==> src/rtl/coherency_pkg.sv <==
// Shared coherence encodings for the directory-message responder,
// plus the table that maps (message, lookup result) to a reply and a state change.
package coherency_pkg;

    localparam logic [1:0] LINE_INVALID  = 2'b01;
    localparam logic [1:0] LINE_SHARED   = 2'b10;
    localparam logic [1:0] LINE_MODIFIED = 2'b11;

    localparam logic [1:0] MSG_NONE        = 2'b00;
    localparam logic [1:0] MSG_FETCH       = 2'b01;
    localparam logic [1:0] MSG_INVAL       = 2'b10;
    localparam logic [1:0] MSG_FETCH_INVAL = 2'b11;

    localparam logic [1:0] RSP_WB      = 2'b01;
    localparam logic [1:0] RSP_INV_ACK = 2'b10;
    localparam logic [1:0] RSP_NACK    = 2'b11;

    typedef enum logic [1:0] {
        FSM_IDLE    = 2'd0,
        FSM_LOOKUP  = 2'd1,
        FSM_RESPOND = 2'd2
    } fsm_state_t;

    typedef struct packed {
        logic [1:0] rsp_type;
        logic       send_data;
        logic       wr_en;
        logic [1:0] new_state;
    } action_t;

    // Anything not matched below is a miss: nack, table untouched.
    function automatic action_t decide_action(input logic [1:0] msg_type,
                                              input logic       hit,
                                              input logic [1:0] line_state);
        action_t act;
        act.rsp_type  = RSP_NACK;
        act.send_data = 1'b0;
        act.wr_en     = 1'b0;
        act.new_state = line_state;
        case (msg_type)
            MSG_FETCH: begin
                if (hit && line_state == LINE_MODIFIED) begin
                    act.rsp_type  = RSP_WB;
                    act.send_data = 1'b1;
                    act.wr_en     = 1'b1;
                    act.new_state = LINE_SHARED;
                end
            end
            MSG_INVAL: begin
                act.rsp_type = RSP_INV_ACK;
                if (hit) begin
                    act.wr_en     = 1'b1;
                    act.new_state = LINE_INVALID;
                    if (line_state == LINE_MODIFIED) begin
                        act.rsp_type  = RSP_WB;
                        act.send_data = 1'b1;
                    end
                end
            end
            MSG_FETCH_INVAL: begin
                if (hit) begin
                    act.wr_en     = 1'b1;
                    act.new_state = LINE_INVALID;
                    act.rsp_type  = (line_state == LINE_MODIFIED) ? RSP_WB : RSP_INV_ACK;
                    act.send_data = (line_state == LINE_MODIFIED);
                end
            end
            default: ;
        endcase
        return act;
    endfunction

endpackage

==> src/rtl/line_state_table.sv <==
// Per-node coherence line table: combinational read by index, one synchronous
// write port; reset clears every entry to INVALID with zero tag and data.
module line_state_table
    import coherency_pkg::*;
#(
    parameter int NUM_LINES = 4,
    parameter int TAG_W     = 4,
    parameter int DATA_W    = 8,
    localparam int IDX_W    = $clog2(NUM_LINES)
) (
    input  logic              i_clock,
    input  logic              i_reset,
    input  logic [IDX_W-1:0]  i_rd_idx,
    output logic [TAG_W-1:0]  o_rd_tag,
    output logic [1:0]        o_rd_state,
    output logic [DATA_W-1:0] o_rd_data,
    input  logic              i_wr_en,
    input  logic [IDX_W-1:0]  i_wr_idx,
    input  logic [TAG_W-1:0]  i_wr_tag,
    input  logic [1:0]        i_wr_state,
    input  logic [DATA_W-1:0] i_wr_data
);

    logic [TAG_W-1:0]  r_tag   [NUM_LINES];
    logic [1:0]        r_state [NUM_LINES];
    logic [DATA_W-1:0] r_data  [NUM_LINES];

    // NOTE: the array is reset explicitly because a cleared table (all INVALID)
    // is architectural state, so this stays in flops rather than a RAM macro.
    always_ff @(posedge i_clock) begin
        if (i_reset) begin
            for (int i = 0; i < NUM_LINES; i++) begin
                r_tag[i]   <= '0;
                r_state[i] <= LINE_INVALID;
                r_data[i]  <= '0;
            end
        end else if (i_wr_en) begin
            r_tag[i_wr_idx]   <= i_wr_tag;
            r_state[i_wr_idx] <= i_wr_state;
            r_data[i_wr_idx]  <= i_wr_data;
        end
    end

    assign o_rd_tag   = r_tag[i_rd_idx];
    assign o_rd_state = r_state[i_rd_idx];
    assign o_rd_data  = r_data[i_rd_idx];

endmodule

==> src/rtl/directory_msg_responder.sv <==
// Cache-node responder to directory fetch/invalidate messages (IDLE->LOOKUP->RESPOND).
// Optional reply counters are built in when RESPONDER_STATS_EN is defined.
module directory_msg_responder
    import coherency_pkg::*;
#(
    parameter int NUM_LINES = 4,
    parameter int TAG_W     = 4,
    parameter int DATA_W    = 8,
    localparam int IDX_W    = $clog2(NUM_LINES)
) (
    input  logic                   clock,
    input  logic                   reset,
    input  logic                   msg_valid,
    output logic                   msg_ready,
    input  logic [1:0]             msg_type,
    input  logic [IDX_W+TAG_W-1:0] msg_addr,
    output logic                   rsp_valid,
    input  logic                   rsp_ready,
    output logic [1:0]             rsp_type,
    output logic [IDX_W+TAG_W-1:0] rsp_addr,
    output logic [DATA_W-1:0]      rsp_data,
    input  logic                   loc_wr_en,
    output logic                   loc_ready,
    input  logic [IDX_W+TAG_W-1:0] loc_addr,
    input  logic [1:0]             loc_state,
    input  logic [DATA_W-1:0]      loc_data
`ifdef RESPONDER_STATS_EN
    ,
    output logic [7:0]             stat_wb_count,
    output logic [7:0]             stat_nack_count
`endif
);

    localparam int ADDR_W = IDX_W + TAG_W;

    fsm_state_t        r_state;
    logic [1:0]        r_msg_type;
    logic [ADDR_W-1:0] r_msg_addr;
    logic              r_rsp_valid;
    logic [1:0]        r_rsp_type;
    logic [ADDR_W-1:0] r_rsp_addr;
    logic [DATA_W-1:0] r_rsp_data;

    logic [TAG_W-1:0]  w_rd_tag;
    logic [1:0]        w_rd_state;
    logic [DATA_W-1:0] w_rd_data;
    logic              w_idle;
    logic              w_hit;
    logic              w_msg_fire;
    action_t           w_act;
    logic              w_wr_en;
    logic [IDX_W-1:0]  w_wr_idx;
    logic [TAG_W-1:0]  w_wr_tag;
    logic [1:0]        w_wr_state;
    logic [DATA_W-1:0] w_wr_data;

    // Ready signals are gated by reset so every output reads 0 while reset is held.
    assign w_idle     = (r_state == FSM_IDLE);
    assign msg_ready  = w_idle & ~reset;
    assign loc_ready  = loc_wr_en & w_idle & ~msg_valid & ~reset;
    assign w_msg_fire = msg_valid & msg_ready;

    assign w_hit = (w_rd_tag == r_msg_addr[ADDR_W-1:IDX_W]) && (w_rd_state != LINE_INVALID);
    assign w_act = decide_action(r_msg_type, w_hit, w_rd_state);

    // NOTE: every output of this block gets a default first, so no path leaves
    // a value unassigned and no latch is inferred.
    always_comb begin
        w_wr_en    = loc_ready;
        w_wr_idx   = loc_addr[IDX_W-1:0];
        w_wr_tag   = loc_addr[ADDR_W-1:IDX_W];
        w_wr_state = (loc_state == 2'b00) ? LINE_INVALID : loc_state;
        w_wr_data  = loc_data;
        if (r_state == FSM_LOOKUP) begin
            w_wr_en    = w_act.wr_en;
            w_wr_idx   = r_msg_addr[IDX_W-1:0];
            w_wr_tag   = w_rd_tag;
            w_wr_state = w_act.new_state;
            w_wr_data  = w_rd_data;
        end
    end

    line_state_table #(
        .NUM_LINES (NUM_LINES),
        .TAG_W     (TAG_W),
        .DATA_W    (DATA_W)
    ) u_table (
        .i_clock    (clock),
        .i_reset    (reset),
        .i_rd_idx   (r_msg_addr[IDX_W-1:0]),
        .o_rd_tag   (w_rd_tag),
        .o_rd_state (w_rd_state),
        .o_rd_data  (w_rd_data),
        .i_wr_en    (w_wr_en),
        .i_wr_idx   (w_wr_idx),
        .i_wr_tag   (w_wr_tag),
        .i_wr_state (w_wr_state),
        .i_wr_data  (w_wr_data)
    );

    // NOTE: state and outputs use non-blocking assignments so every flop samples
    // the pre-edge values regardless of statement order.
    always_ff @(posedge clock) begin
        if (reset) begin
            r_state     <= FSM_IDLE;
            r_msg_type  <= MSG_NONE;
            r_msg_addr  <= '0;
            r_rsp_valid <= 1'b0;
            r_rsp_type  <= '0;
            r_rsp_addr  <= '0;
            r_rsp_data  <= '0;
        end else begin
            case (r_state)
                FSM_IDLE: begin
                    if (w_msg_fire && msg_type != MSG_NONE) begin
                        r_msg_type <= msg_type;
                        r_msg_addr <= msg_addr;
                        r_state    <= FSM_LOOKUP;
                    end
                end
                FSM_LOOKUP: begin
                    r_rsp_valid <= 1'b1;
                    r_rsp_type  <= w_act.rsp_type;
                    r_rsp_addr  <= r_msg_addr;
                    r_rsp_data  <= w_act.send_data ? w_rd_data : '0;
                    r_state     <= FSM_RESPOND;
                end
                FSM_RESPOND: begin
                    if (rsp_ready) begin
                        r_rsp_valid <= 1'b0;
                        r_rsp_type  <= '0;
                        r_rsp_addr  <= '0;
                        r_rsp_data  <= '0;
                        r_state     <= FSM_IDLE;
                    end
                end
                default: r_state <= FSM_IDLE;
            endcase
        end
    end

    assign rsp_valid = r_rsp_valid;
    assign rsp_type  = r_rsp_type;
    assign rsp_addr  = r_rsp_addr;
    assign rsp_data  = r_rsp_data;

`ifdef RESPONDER_STATS_EN
    logic [7:0] r_stat_wb;
    logic [7:0] r_stat_nack;
    logic       w_rsp_fire;

    assign w_rsp_fire = r_rsp_valid & rsp_ready;

    // Saturating counters, one step per completed reply.
    always_ff @(posedge clock) begin
        if (reset) begin
            r_stat_wb   <= '0;
            r_stat_nack <= '0;
        end else if (w_rsp_fire) begin
            if (r_rsp_type == RSP_WB && r_stat_wb != 8'hFF)
                r_stat_wb <= r_stat_wb + 8'd1;
            if (r_rsp_type == RSP_NACK && r_stat_nack != 8'hFF)
                r_stat_nack <= r_stat_nack + 8'd1;
        end
    end

    assign stat_wb_count   = r_stat_wb;
    assign stat_nack_count = r_stat_nack;
`endif

endmodule

==> config.mk <==
export PLATFORM = sky130hd
export DESIGN_NAME = directory_msg_responder
export DESIGN_NICKNAME = d
export VERILOG_FILES = /design/src/rtl/coherency_pkg.sv /design/src/rtl/line_state_table.sv /design/src/rtl/directory_msg_responder.sv
export SDC_FILE = /design/constraint.sdc
export NUM_CORES = 1
export LEC_CHECK = 0
export CAP_MARGIN = 20
export CELL_PAD_IN_SITES_DETAIL_PLACEMENT = 1
export CELL_PAD_IN_SITES_GLOBAL_PLACEMENT = 1
export CORE_ASPECT_RATIO = 0.75
export CORE_UTILIZATION = 25
export DETAILED_ROUTE_END_ITERATION = 16
export GPL_ROUTABILITY_DRIVEN = 0
export MAX_ROUTING_LAYER = met4
export PLACE_DENSITY = 0.5
export SLEW_MARGIN = 20
export SYNTH_ARGS = -nofsm -noshare
export SYNTH_HDL_FRONTEND = slang
export SYNTH_SLANG_ARGS = --single-unit
export TNS_END_PERCENT = 1
==> constraint.sdc <==
create_clock -name clock -period 5.55 [get_ports clock]
set_input_delay 1.665 -clock clock [delete_from_list [all_inputs] [get_ports clock]]
set_output_delay 1.665 -clock clock [all_outputs]
set_load 0.01 [all_outputs]
==> impl_metrics.env <==
export IMPL_setup_tns_ps=0
export IMPL_cts_tree="built"
export IMPL_setup_viol=0
export IMPL_hp_start="rsp_type[1]"
export IMPL_ys_seq_elements=85
export IMPL_rows=39
export IMPL_synthTopCellsByCount="56 x edfxtp_1, 48 x nor3_1, 29 x dfxtp_1"
export IMPL_synth_net_count=334
export IMPL_initial_core_util=0.255
export IMPL_wire_per_inst_um=18.7
export IMPL_cts_root_buffer="clkbuf_16"
export IMPL_async_flop_share=0
export IMPL_first_pass_iters=5
export IMPL_vias_per_cell=4.84
export IMPL_finalCritPeriodShare=0.904
export IMPL_coreArea_um2=15200
export IMPL_hp_class="reg2reg"
export IMPL_cp_required_ps=3880
export IMPL_tightestPinTransition_ps=904
export IMPL_grt_first_pass_wirelength_um=16700
export IMPL_syn_cell_area_um2=3890
export IMPL_crit_fanout=5
export IMPL_fin_nets=376
export IMPL_whs_ps=458
export IMPL_cp_data_arrival_time_ps=3350
export IMPL_ys_warnings_count=0
export IMPL_ys_top_cells_by_area="edfxtp_1 43%, dfxtp_1 15%, mux4_2 8.1%, nor3_1 6.2%, mux2i_1 4.6%"
export IMPL_synth_area_per_cell_um2=12.7
export IMPL_finalClockSkew_ps=9.25
export IMPL_hold_violations=0
export IMPL_grt_overflow_total=0
export IMPL_area_growth_pct=25.3
export IMPL_cts_hold_buf=0
export IMPL_clk_path_buf_depth=2
export IMPL_worstSetupStartpointType="input pin"
export IMPL_route_antenna_remaining_nets=0
export IMPL_drive_above_1_share=0.136
export IMPL_grt_pass1_vias=2950
export IMPL_slew_violations=0
export IMPL_leakagePower_nw=1.56
export IMPL_ys_flop_type="edfxtp_1"
export IMPL_io_pins=48
export IMPL_yosys_area_top_type="edfxtp_1"
export IMPL_rsz0062_at_grt="false"
export IMPL_cts_buffers=9
export IMPL_grt_usage=0.145
export IMPL_die_area_um2=16100
export IMPL_die_w_um=146
export IMPL_die_h_um=110
export IMPL_setup_slack_ps=531
export IMPL_p_per_area_nw_per_um2=324
export IMPL_vdd_ir_drop_max_v=0.000162
export IMPL_grt_max_degree=42
export IMPL_max_clock_freq_mhz=199
export IMPL_drcViolationCount=0
export IMPL_end_kind="output pin"
export IMPL_htreeDepth=3
export IMPL_maxCapViolations=0
export IMPL_postSynthCellCount=305
export IMPL_path_class="in2out"
export IMPL_diodes=0
export IMPL_io_buffers=47
export IMPL_synth_edf_count=56
export IMPL_crit_start="reset"
export IMPL_maxSlewHeadroom=0.397
export IMPL_clk_insertion_delay_late_ps=350
export IMPL_ys_seq_area_frac=0.582
export IMPL_synth_top_area_frac=0.432
export IMPL_synth_most_common_cell="edfxtp_1"
export IMPL_period_needed_ps=5020
export IMPL_status="complete, no violations"
export IMPL_path_clk_slew_ps=60
export IMPL_clock_sinks=85
export IMPL_dr_total_vias=2698
export IMPL_pre_cts_ws_ps=529
export IMPL_final_util=0.320
export IMPL_first_iter_violations=97
export IMPL_antenna_found_initial=0
export IMPL_cts_setup_buffers=0
export IMPL_dp_hpwl_um=6710
export IMPL_wl_um=10400
export IMPL_cts_resized=0
export IMPL_synth_distinct_cells=41
[cell families after synthesis]
logic type,share of synthesized area
xor gates and xnor gates,0.00901
DFF,0.582
muxes,0.127
AOI/OAI and AO/OA,0.0933
buffers and inverters,0.0428
and+or+nand+nor,0.146
[routing by layer]
metal | up-vias | wire, µm | track usage
met2 | 39 | 4940 | 0.237
met1 | 1384 | 4980 | 0.176
met3 | 9 | 347 | 0.0403
met4 | 0 | 159 | 0.0424
li1 | 1266 | - | -
met5 | - | 0 | -
[layout make-up]
class	instances	area [µm²]
clock buffers	10	229
clock inverters	6	111
fillers	1652	10400
inverters	5	18.8
multi-input cells	191	1460
flip-flops and latches	85	2260
well taps	205	256
repair buffers	55	531
[layout by cell type (no fill, tap or decap), types with 7 or more instances in the layout]
cell type / count
nor2_1: 27
mux4_2: 14
clkdlybuf4s50_1: 47
a22o_1: 8
dfxtp_1: 28
buf_4: 8
a21oi_1: 7
mux2i_1: 18
clkbuf_16: 9
nand2_1: 11
a211oi_1: 7
edfxtp_1: 56
nor3_1: 48
[report_power, final]
part / internal, mW / total (mW) / switching, mW / leakage (nW)
clock: 0.440 / 0.697 / 0.256 / 0.164
sequential: 0.701 / 0.720 / 0.0191 / 0.802
combinational: 0.0677 / 0.161 / 0.0930 / 0.592
total: 1.21 / 1.58 / 0.369 / 1.56
[registers in the layout, summed over array words and instances, names as in the netlist, named ones only]
signal	count
u_table.r_state	8
rsp_addr	6
u_table.r_tag	16
r_msg_type	2
rsp_valid	1
rsp_type	2
rsp_data	8
r_msg_addr	6
u_table.r_data	32
r_state	2
[worst paths after layout]
check                                       endpoint  cells past startpoint  slack (ps)
worst min-delay path                     rsp_type[1]                      2         460
worst max register to register  u_table.r_data[3][2]                      6        2350
worst max-delay path                       loc_ready                      4         530
worst min register to register           rsp_type[1]                      2         460
[stage by stage]
stage	power, mW	instance area [µm²]	instances
3_5_place_dp	0.898	4530	541
3_3_place_gp	0.895	4530	541
2_1_floorplan	0.826	3890	305
4_1_cts	1.60	4870	557
5_1_grt	1.63	4870	557
6_report	1.58	4870	557
[critical path, stage by stage]
cell	delay [ps]
clkdlybuf4s50_1	420
nor3_1	380
and3b_1	310
clkdlybuf4s50_1	570
Note: power is estimated with default switching activity, not from simulation.
